==> config.mk <==
export PLATFORM = sky130hd
export DESIGN_NAME = tag_compare_wb
export DESIGN_NICKNAME = d
export VERILOG_FILES = /design/src/rtl/dram_cache_pkg.sv /design/src/rtl/tag_cmp_stats.sv /design/src/rtl/tag_compare_wb.sv
export SDC_FILE = /design/constraint.sdc
export NUM_CORES = 1
export LEC_CHECK = 0
export CAP_MARGIN = 20
export CORE_ASPECT_RATIO = 2
export CORE_MARGIN = 4
export CORE_UTILIZATION = 36
export CTS_CLUSTER_SIZE = 24
export DETAILED_ROUTE_END_ITERATION = 10
export PLACE_DENSITY_LB_ADDON = 0.25
export SLEW_MARGIN = 20
export SYNTH_ARGS = -nofsm -noshare
export SYNTH_HDL_FRONTEND = slang
export SYNTH_SLANG_ARGS = --single-unit
==> constraint.sdc <==
create_clock -name clk -period 2.3 [get_ports clk]
set_input_delay 0.46 -clock clk [delete_from_list [all_inputs] [get_ports clk]]
set_output_delay 0.46 -clock clk [all_outputs]
set_load 0.01 [all_outputs]
==> src/rtl/dram_cache_pkg.sv <==
// rtl/dram_cache_pkg.sv - shared types and field layout for the DRAM-cache tag comparator
//
// Purpose: state encoding for tag_compare_wb, the default widths of the cache
//          configuration, and the bit positions of the metadata fields in
//          the R-channel beat and of the WR flag in a tag-FIFO entry.
// Ports:   none (package).
package dram_cache_pkg;

   typedef enum logic [2:0] {
      IDLE  = 3'd0,
      RHIT  = 3'd1,
      RMISS = 3'd2,
      WHIT  = 3'd3,
      WMISS = 3'd4
   } tc_state_e;

   localparam int DC_ADDR_WIDTH   = 16;
   localparam int DC_DATA_WIDTH   = 32;
   localparam int DC_ID_WIDTH     = 4;
   localparam int DC_TID_WIDTH    = 4;
   localparam int DC_INDEX_WIDTH  = 6;
   localparam int DC_OFFSET_WIDTH = 2;
   localparam int DC_TAG_WIDTH    = DC_ADDR_WIDTH - DC_INDEX_WIDTH - DC_OFFSET_WIDTH;
   localparam int DC_TAG_SIZE     = 16;
   localparam int DC_STAT_WIDTH   = 32;

   // Metadata layout {VALID,DIRTY,TAG,BLANK}, positions counted from the
   // metadata LSB; in the R beat the metadata sits above DATA_WIDTH data bits.
   localparam int VALID_BIT = DC_TAG_SIZE - 1;
   localparam int DIRTY_BIT = DC_TAG_SIZE - 2;
   localparam int TAG_MSB   = DC_TAG_SIZE - 3;
   localparam int TAG_LSB   = TAG_MSB - DC_TAG_WIDTH + 1;

   // Tag-FIFO entry is {WR,TID,ADDR}.
   localparam int WR_BIT    = DC_TID_WIDTH + DC_ADDR_WIDTH;

endpackage

==> src/rtl/tag_cmp_stats.sv <==
// rtl/tag_cmp_stats.sv - saturating request-classification counters
//
// Purpose: five saturating counters, one per request class plus victim
//          write-backs. clr zeroes all counters and wins over increments.
// Ports:   clk, rst_n (sync, active low), clr,
//          inc[4:0] = {wb, wmiss, whit, rmiss, rhit} single-cycle pulses,
//          stat_* counter values.
module tag_cmp_stats #(
   parameter int STAT_WIDTH = 32
) (
   input  logic                  clk,
   input  logic                  rst_n,
   input  logic                  clr,
   input  logic [4:0]            inc,
   output logic [STAT_WIDTH-1:0] stat_rhit,
   output logic [STAT_WIDTH-1:0] stat_rmiss,
   output logic [STAT_WIDTH-1:0] stat_whit,
   output logic [STAT_WIDTH-1:0] stat_wmiss,
   output logic [STAT_WIDTH-1:0] stat_wb
);

   logic [STAT_WIDTH-1:0] cnt [5];

   always_ff @(posedge clk) begin
      for (int i = 0; i < 5; i++) begin
         if (!rst_n || clr) begin
            cnt[i] <= '0;
         end else if (inc[i] && (cnt[i] != '1)) begin
            cnt[i] <= cnt[i] + STAT_WIDTH'(1);
         end
      end
   end

   assign stat_rhit  = cnt[0];
   assign stat_rmiss = cnt[1];
   assign stat_whit  = cnt[2];
   assign stat_wmiss = cnt[3];
   assign stat_wb    = cnt[4];

endmodule

==> src/rtl/tag_compare_wb.sv <==
// rtl/tag_compare_wb.sv - DRAM-cache tag comparator with dirty-victim write-back
//
// Purpose: pairs each R beat (metadata + line) with the tag-FIFO request,
//          classifies it as RHIT/RMISS/WHIT/WMISS and issues to ROB, AR,
//          AW+W (dirty victim only) and the fill port. One request in flight.
// Ports:   clk, rst_n; R channel rid_i/rdata_i/rvalid_i/rready_o;
//          tag FIFO (FWFT) tag_fifo_*; write-data buffer (FWFT) wbuffer_*;
//          rob_*, ar_fifo_*, aw_fifo_*, w_fifo_* write ports with afull;
//          fill_valid_o/fill_ready_i/fill_data_o = {DIRTY=1,ADDR,DATA}.
// Config:  TAG_CMP_STATS_EN adds stats_clr_i and stat_{rhit,rmiss,whit,wmiss,wb}_o.
module tag_compare_wb
   import dram_cache_pkg::*;
#(
   parameter int ADDR_WIDTH   = DC_ADDR_WIDTH,
   parameter int DATA_WIDTH   = DC_DATA_WIDTH,
   parameter int ID_WIDTH     = DC_ID_WIDTH,
   parameter int TAG_SIZE     = DC_TAG_SIZE,
   parameter int INDEX_WIDTH  = DC_INDEX_WIDTH,
   parameter int OFFSET_WIDTH = DC_OFFSET_WIDTH,
   parameter int TAG_WIDTH    = ADDR_WIDTH - INDEX_WIDTH - OFFSET_WIDTH,
   parameter int TID_WIDTH    = DC_TID_WIDTH,
   parameter int STAT_WIDTH   = DC_STAT_WIDTH
) (
   input  logic                             clk,
   input  logic                             rst_n,
   input  logic [ID_WIDTH-1:0]              rid_i,
   input  logic [TAG_SIZE+DATA_WIDTH-1:0]   rdata_i,
   input  logic                             rvalid_i,
   output logic                             rready_o,
   input  logic                             tag_fifo_aempty_i,
   output logic                             tag_fifo_rden_o,
   input  logic [TID_WIDTH+ADDR_WIDTH:0]    tag_fifo_data_i,
   input  logic                             wbuffer_aempty_i,
   output logic                             wbuffer_rden_o,
   input  logic [DATA_WIDTH-1:0]            wbuffer_data_i,
   input  logic                             rob_afull_i,
   output logic                             rob_wren_o,
   output logic [TID_WIDTH+DATA_WIDTH-1:0]  rob_data_o,
   input  logic                             ar_fifo_afull_i,
   output logic                             ar_fifo_wren_o,
   output logic [TID_WIDTH+ADDR_WIDTH-1:0]  ar_fifo_data_o,
   input  logic                             aw_fifo_afull_i,
   output logic                             aw_fifo_wren_o,
   output logic [ADDR_WIDTH-1:0]            aw_fifo_data_o,
   input  logic                             w_fifo_afull_i,
   output logic                             w_fifo_wren_o,
   output logic [DATA_WIDTH-1:0]            w_fifo_data_o,
   input  logic                             fill_ready_i,
   output logic                             fill_valid_o,
   output logic [ADDR_WIDTH+DATA_WIDTH:0]   fill_data_o
`ifdef TAG_CMP_STATS_EN
   ,
   input  logic                             stats_clr_i,
   output logic [STAT_WIDTH-1:0]            stat_rhit_o,
   output logic [STAT_WIDTH-1:0]            stat_rmiss_o,
   output logic [STAT_WIDTH-1:0]            stat_whit_o,
   output logic [STAT_WIDTH-1:0]            stat_wmiss_o,
   output logic [STAT_WIDTH-1:0]            stat_wb_o
`endif
);

   // Field positions inside the full R beat for this instance's widths.
   localparam int V_POS   = DATA_WIDTH + TAG_SIZE - 1;
   localparam int D_POS   = DATA_WIDTH + TAG_SIZE - 2;
   localparam int TMSB    = DATA_WIDTH + TAG_SIZE - 3;
   localparam int TLSB    = TMSB - TAG_WIDTH + 1;
   localparam int WR_POS  = TID_WIDTH + ADDR_WIDTH;

   tc_state_e state;
   logic      evict_q, ar_done, wb_done, fill_done;

   logic                    req_wr, hit, evict, accept;
   logic [TID_WIDTH-1:0]    req_tid;
   logic [ADDR_WIDTH-1:0]   req_addr;
   logic [TAG_WIDTH-1:0]    meta_tag;
   logic [INDEX_WIDTH-1:0]  req_index;
   logic                    wb_fire, fill_fire, ar_ok, wb_ok, fill_ok;
   logic [4:0]              stat_inc;
   logic                    unused_bits;

   assign req_wr    = tag_fifo_data_i[WR_POS];
   assign req_tid   = tag_fifo_data_i[ADDR_WIDTH +: TID_WIDTH];
   assign req_addr  = tag_fifo_data_i[ADDR_WIDTH-1:0];
   assign req_index = req_addr[OFFSET_WIDTH +: INDEX_WIDTH];
   assign meta_tag  = rdata_i[TMSB:TLSB];

   assign hit   = rdata_i[V_POS] && (req_addr[ADDR_WIDTH-1 -: TAG_WIDTH] == meta_tag);
   assign evict = !hit && rdata_i[V_POS] && rdata_i[D_POS];

   // A write needs its data in the wbuffer before anything is popped.
   assign accept = rst_n && (state == IDLE) && rvalid_i && !tag_fifo_aempty_i &&
                   (!req_wr || !wbuffer_aempty_i);

   assign rready_o        = accept;
   assign tag_fifo_rden_o = accept;
   assign wbuffer_rden_o  = accept && req_wr;

   // Issue strobes come from registered state and done flags; gating with
   // rst_n keeps a request interrupted by reset from issuing anything.
   assign rob_wren_o     = rst_n && (state == RHIT) && !rob_afull_i;
   assign ar_fifo_wren_o = rst_n && (state == RMISS) && !ar_done && !ar_fifo_afull_i;
   assign wb_fire        = rst_n && ((state == RMISS) || (state == WMISS)) && evict_q &&
                           !wb_done && !aw_fifo_afull_i && !w_fifo_afull_i;
   assign aw_fifo_wren_o = wb_fire;
   assign w_fifo_wren_o  = wb_fire;
   assign fill_valid_o   = rst_n && ((state == WHIT) || (state == WMISS)) && !fill_done;
   assign fill_fire      = fill_valid_o && fill_ready_i;

   assign ar_ok   = ar_done || ar_fifo_wren_o;
   assign wb_ok   = !evict_q || wb_done || wb_fire;
   assign fill_ok = fill_done || fill_fire;

   always_ff @(posedge clk) begin
      if (!rst_n) begin
         state          <= IDLE;
         evict_q        <= 1'b0;
         ar_done        <= 1'b0;
         wb_done        <= 1'b0;
         fill_done      <= 1'b0;
         rob_data_o     <= '0;
         ar_fifo_data_o <= '0;
         aw_fifo_data_o <= '0;
         w_fifo_data_o  <= '0;
         fill_data_o    <= '0;
      end else begin
         case (state)
            IDLE: begin
               if (accept) begin
                  rob_data_o     <= {req_tid, rdata_i[DATA_WIDTH-1:0]};
                  ar_fifo_data_o <= {req_tid, req_addr};
                  aw_fifo_data_o <= {meta_tag, req_index, {OFFSET_WIDTH{1'b0}}};
                  w_fifo_data_o  <= rdata_i[DATA_WIDTH-1:0];
                  fill_data_o    <= {1'b1, req_addr, wbuffer_data_i};
                  evict_q        <= evict;
                  ar_done        <= 1'b0;
                  wb_done        <= 1'b0;
                  fill_done      <= 1'b0;
                  state          <= req_wr ? (hit ? WHIT : WMISS) : (hit ? RHIT : RMISS);
               end
            end
            RHIT: begin
               if (rob_wren_o) state <= IDLE;
            end
            RMISS: begin
               ar_done <= ar_ok;
               wb_done <= wb_done || wb_fire;
               if (ar_ok && wb_ok) state <= IDLE;
            end
            WHIT: begin
               if (fill_fire) state <= IDLE;
            end
            WMISS: begin
               fill_done <= fill_ok;
               wb_done   <= wb_done || wb_fire;
               if (fill_ok && wb_ok) state <= IDLE;
            end
            default: state <= IDLE;
         endcase
      end
   end

   assign stat_inc = {wb_fire,
                      accept && req_wr && !hit,
                      accept && req_wr && hit,
                      accept && !req_wr && !hit,
                      accept && !req_wr && hit};

`ifdef TAG_CMP_STATS_EN
   tag_cmp_stats #(.STAT_WIDTH(STAT_WIDTH)) u_stats (
      .clk        (clk),
      .rst_n      (rst_n),
      .clr        (stats_clr_i),
      .inc        (stat_inc),
      .stat_rhit  (stat_rhit_o),
      .stat_rmiss (stat_rmiss_o),
      .stat_whit  (stat_whit_o),
      .stat_wmiss (stat_wmiss_o),
      .stat_wb    (stat_wb_o)
   );
   assign unused_bits = ^{rid_i, rdata_i[TLSB-1:DATA_WIDTH]};
`else
   assign unused_bits = ^{rid_i, rdata_i[TLSB-1:DATA_WIDTH], stat_inc};
`endif

endmodule
[Word-level counts from Yosys, hierarchy flattened]
Cells that the tools add are included.
Cells by class
  eq/ne operators: 10
  muxes and demuxes: 13
  reduce and logical (&&, ||, !) cells: 53
Operator list (count)
  $logic_and A1 B1 Y1: 23
  $mux W3: 7
  $pmux W3 S5: 1
  $logic_not A1 Y1: 12
  $eq A8 B8 Y1: 1
  $logic_or A1 B1 Y1: 8
  $reduce_and A2 Y1: 4
  $eq A3 B2 Y1 const B: 2
  $ne A2 B2 Y1 const B: 3
  $pmux W1 S2: 3
  $reduce_bool A2 Y1: 3
  $reduce_and A5 Y1: 1
  $ne A2 B1 Y1 const B: 2
  $eq A3 B1 Y1 const B: 1
  $eq A3 B3 Y1 const B: 1
  $logic_not A3 Y1: 1
  $mux W2: 1
  $reduce_or A2 Y1: 1
  $mux W1: 1
Storage, ports and cells
  register bits after elaboration: 158
  output and inout bits: 161
  word-level logic and storage cells: 86

[Longest topological paths before layout]
  depth in word-level cells: 11
  mapped depth: 9

[Worst setup path after synthesis]
Ideal clock, no wire load.
  kind: input-to-output
  start point: input port rst_n
  end point: output port tag_fifo_rden_o
  arrival: 1.657 ns
  data required time: 1.840 ns
  setup slack: 0.183 ns
  stages on the path: 7
  path through: buf_4 > nand2_1 > a211oi_2 > nand2_1 > inv_2 > clkbuf_1 > buf_4
On the way
  longest elaborated chain between the ends: 4
Ends and longest elaborated chain
  from (decl): RTL line tag_compare_wb.sv:25  | input logic rst_n,
  $logic_and A1 B1 Y1 (4 in a row): RTL line tag_compare_wb.sv:91  | assign accept = rst_n && (state == IDLE) && rvalid_i && !tag_fifo_aempty_i &&
  to (decl): RTL line tag_compare_wb.sv:31  | output logic tag_fifo_rden_o,
Every way passes these cells.

[Worst setup path after layout]
  start point: input port ar_fifo_afull_i
  end point: output port ar_fifo_wren_o
On the way
  longest elaborated chain between the ends: 2
Ends and longest elaborated chain
  from (decl): RTL line tag_compare_wb.sv:39  | input logic ar_fifo_afull_i,
  $logic_not A1 Y1: RTL line tag_compare_wb.sv:101  | assign ar_fifo_wren_o = rst_n && (state == RMISS) && !ar_done && !ar_fifo_afull_i;
  $logic_and A1 B1 Y1: RTL line tag_compare_wb.sv:101
  to (decl): RTL line tag_compare_wb.sv:40  | output logic ar_fifo_wren_o,
Every way passes these cells.

==> results.py <==
metrics = {
    "outcome": {
        "status": "completed",
    },
    "grt": {
        "antenna_found_initial": 0,
        "grt_pass1_wl_um": 21440,
        "busiest_layer": "met2",
        "gr-usage-met3_pct": 4.594,
        "grt_max_degree": 70,
        "grt.total_usage_pct": 19.58,
        "grt_pass1_vias": 4170,
        "met1_usage_pct": 20.75,
        "met2_usage_pct": 36.12,
        "gr-total-overflow": 0,
    },
    "power_and_ir_drop": {
        "total_power_mw": 4.309,
        "p_comb_share_pct": 18.9,
        "p_int_mw": 3.266,
        "switchingPower_mw": 1.043,
        "swShare_pct": 24.22,
        "leakage_nw": 3.009,
        "p_clk_share_pct": 36.8,
        "peakVddDrop_mv": 0.3730,
        "p_seq_share_pct": 44.2,
        "power.density_nw_per_um2": 626.3,
    },
    "min_path": {
        "worstHoldPathType": "input port to register",
        "min_path_cells": 2,
        "min_to": "fill_done",
        "min_from": "rst_n",
    },
    "critical_path": {
        "rr_worst_depth": 7,
        "r2r-start": "state[0]",
        "crit_arrival_ns": 1.77,
        "r2r_slack_ns": 0.35,
        "critical_path_class": "input port to output port",
        "critPathCaptureType": "output port",
        "start_kind": "input port",
        "required_ns": 1.84,
        "timing.rr.end": "evict_q",
        "cp_max_fo": 3,
    },
    "final_layout": {
        "fill_cells": 1037,
        "seq_area_um2": 2008,
        "final_core_util_pct": 60.23,
        "finalNetCount": 849,
        "syn2layout_area_growth_pct": 62.89,
        "multi_input_area_um2": 1624,
        "n_antenna_cell": 0,
        "stdcell_area_um2": 6880,
        "layout-drive-gt1-share_pct": 6.106,
    },
    "clock_tree": {
        "cts_tree": "yes",
        "cts_root_buf": "clkbuf_16",
        "htree_levels": 3,
        "cts_setup_buffers": 0,
        "clk_pin_slew_ns": 0.06,
        "clockBufferDepth": 2,
        "cts_buffers": 9,
        "clock-sinks": 100,
        "cts.hold.buffers_added": 0,
        "clkLatencyLatePin_ns": 0.34,
    },
    "detailed_routing": {
        "vias": 4108,
        "drt_pre_antenna_iters": 4,
        "drc_errors": 0,
        "antenna_left": 0,
        "routedWlPerCell_um": 15.63,
        "vias_per_cell": 4.673,
        "totalWireLength_um": 13740,
        "drt-initial-drc-count": 162,
    },
    "die": {
        "die_area_um2": 13640,
        "die_h_um": 161.2,
        "num_rows": 55,
        "chipWidth_um": 84.60,
        "initial_utilization_pct": 36.98,
        "core_area_um2": 11420,
        "ios": 276,
    },
    "yosys": {
        "synth_mux_area_share_pct": 0.4739,
        "synth_compound_gate_area_share_pct": 2.073,
        "synth_simple_gate_area_share_pct": 32.97,
        "synthAdderAreaFrac_pct": 0.2962,
        "async_flop_share_pct": 0,
        "synth_edf_count": 0,
        "syn-instance-count": 539,
        "synth_xor_area_share_pct": 1.866,
        "yosysUniqueCellTypes": 36,
        "ys.warnings.count": 0,
        "ys_ff_latch": 100,
        "synth-seq-area-share_pct": 47.39,
        "syn_avg_cell_area_um2": 7.837,
        "synth_ff_type": "dfxtp_1",
        "synth_top_family_by_area": "simple AND/OR/NAND/NOR gates",
        "syn_area_um2": 4224,
    },
    "sta": {
        "relSlewSlack_pct": 58.77,
        "holdWs_ns": 0.4481,
        "finalCritPeriodShare_pct": 96.82,
        "worstMarginPinSlew_ns": 0.6184,
        "finalHoldViolCount": 0,
        "skew_ns": 0.009074,
        "timing.fmax_mhz": 449.0,
        "tns_ns": 0,
        "period_minus_slack_ns": 2.227,
        "setup_violations": 0,
        "rsz0062_at_grt": "false",
        "slew_viol_final": 0,
    },
    "place": {
        "dpl.hpwl_um": 10470,
        "io_buffers": 263,
        "gp_congestion": 0.8047,
        "dpl_cell_area_um2": 6549,
    },
    "job": {
        "cap_violations": 0,
    },
}
[cells by family after synthesis]
family,after synthesis
AOI/OAI and AO/OA,11
xor gates and xnor gates,9
adders and majority gates,1
buffers and inverters,98
DFF,100
muxes,2
other,1
and+or+nand+nor,317
[power groups by stage]
stage	clock network, mW	logic [mW]	registers (mW)
after detailed placement	0	0.822	1.94
final	1.59	0.817	1.91
after global placement	0	0.815	1.94
after CTS	1.63	0.828	1.91
after floorplan	0	0.313	1.97
after global routing	1.70	0.875	1.92
[final cells by class]
type                    instances  area share (%)
repair buffers                278           39.97
flip-flops and latches        100           29.19
multi-input cells             342           23.60
clock buffers                   9           3.273
well taps                     142           2.582
clock inverters                 6           1.273
inverters                       2          0.1091
[routing by layer]
layer / part of all wire (%) / vias up
li1: - / 2051
met1: 36 / 1888
met2: 55 / 140
met3: 5.6 / 29
met4: 3.0 / 0
met5: 0 / -
[sequential cells by signal (all words and copies together) (netlist names)]
register and cells:
rob_data_o 36, fill_data_o 33, ar_fifo_data_o 16, aw_fifo_data_o 8, state 3, ar_done 1
evict_q 1, fill_done 1, wb_done 1
[what timing repair did]
item | CTS | global route
pin swaps | 1 | 0
resized for setup | 14 | 1
setup endpoints to repair | 7 | 1
[stage by stage]
step / setup slack, ns / cells
after CTS: 0.07283 / 879
after detailed placement: -0.2081 / 864
after floorplan: 0.1834 / 540
after global routing: 0.01482 / 879
final: 0.07303 / 879
after global placement: -0.2277 / 864
[worst max-delay path by stage]
stage / startpoint / endpoint / slack (ns)
floorplan: rst_n / tag_fifo_rden_o / 0.18
global placement: rvalid_i / wbuffer_rden_o / -0.23
detailed placement: rvalid_i / wbuffer_rden_o / -0.21
CTS: ar_fifo_afull_i / ar_fifo_wren_o / 0.07
global route: ar_fifo_afull_i / ar_fifo_wren_o / 0.01
finish: ar_fifo_afull_i / ar_fifo_wren_o / 0.07
[worst max-delay path, stage by stage]
cell and delay, ns:
clkdlybuf4s50_1 0.44, nor4_1 0.28, clkdlybuf4s50_1 0.59
[cells in the final DEF (no fill, tap or decap), drive strengths merged, types with 4 or more instances in the layout]
cell type / n
dlygate4sd2: 6
nand2: 197
buf: 16
xnor2: 8
clkdlybuf4s50: 255
dfxtp: 100
clkbuf: 9
nor2: 4
nand3: 95
[cells in the mapped netlist (2+ instances only)]
master	n	area, um^2
a21oi_1	2	10.01
and3_1	2	12.51
buf_1	9	33.78
buf_2	6	30.03
buf_4	65	488.0
clkbuf_1	15	56.30
dfxtp_1	100	2002
mux2i_1	2	20.02
nand2_1	197	739.5
nand2b_1	2	12.51
nand3_1	95	475.5
nand4_1	2	12.51
nor2_1	4	15.01
nor2b_1	3	18.77
nor3_1	3	15.01
nor3b_1	3	22.52
nor4_1	2	12.51
o211a_1	2	20.02
xnor2_1	8	70.07
No activity file was read; power rests on OpenSTA's default activity.
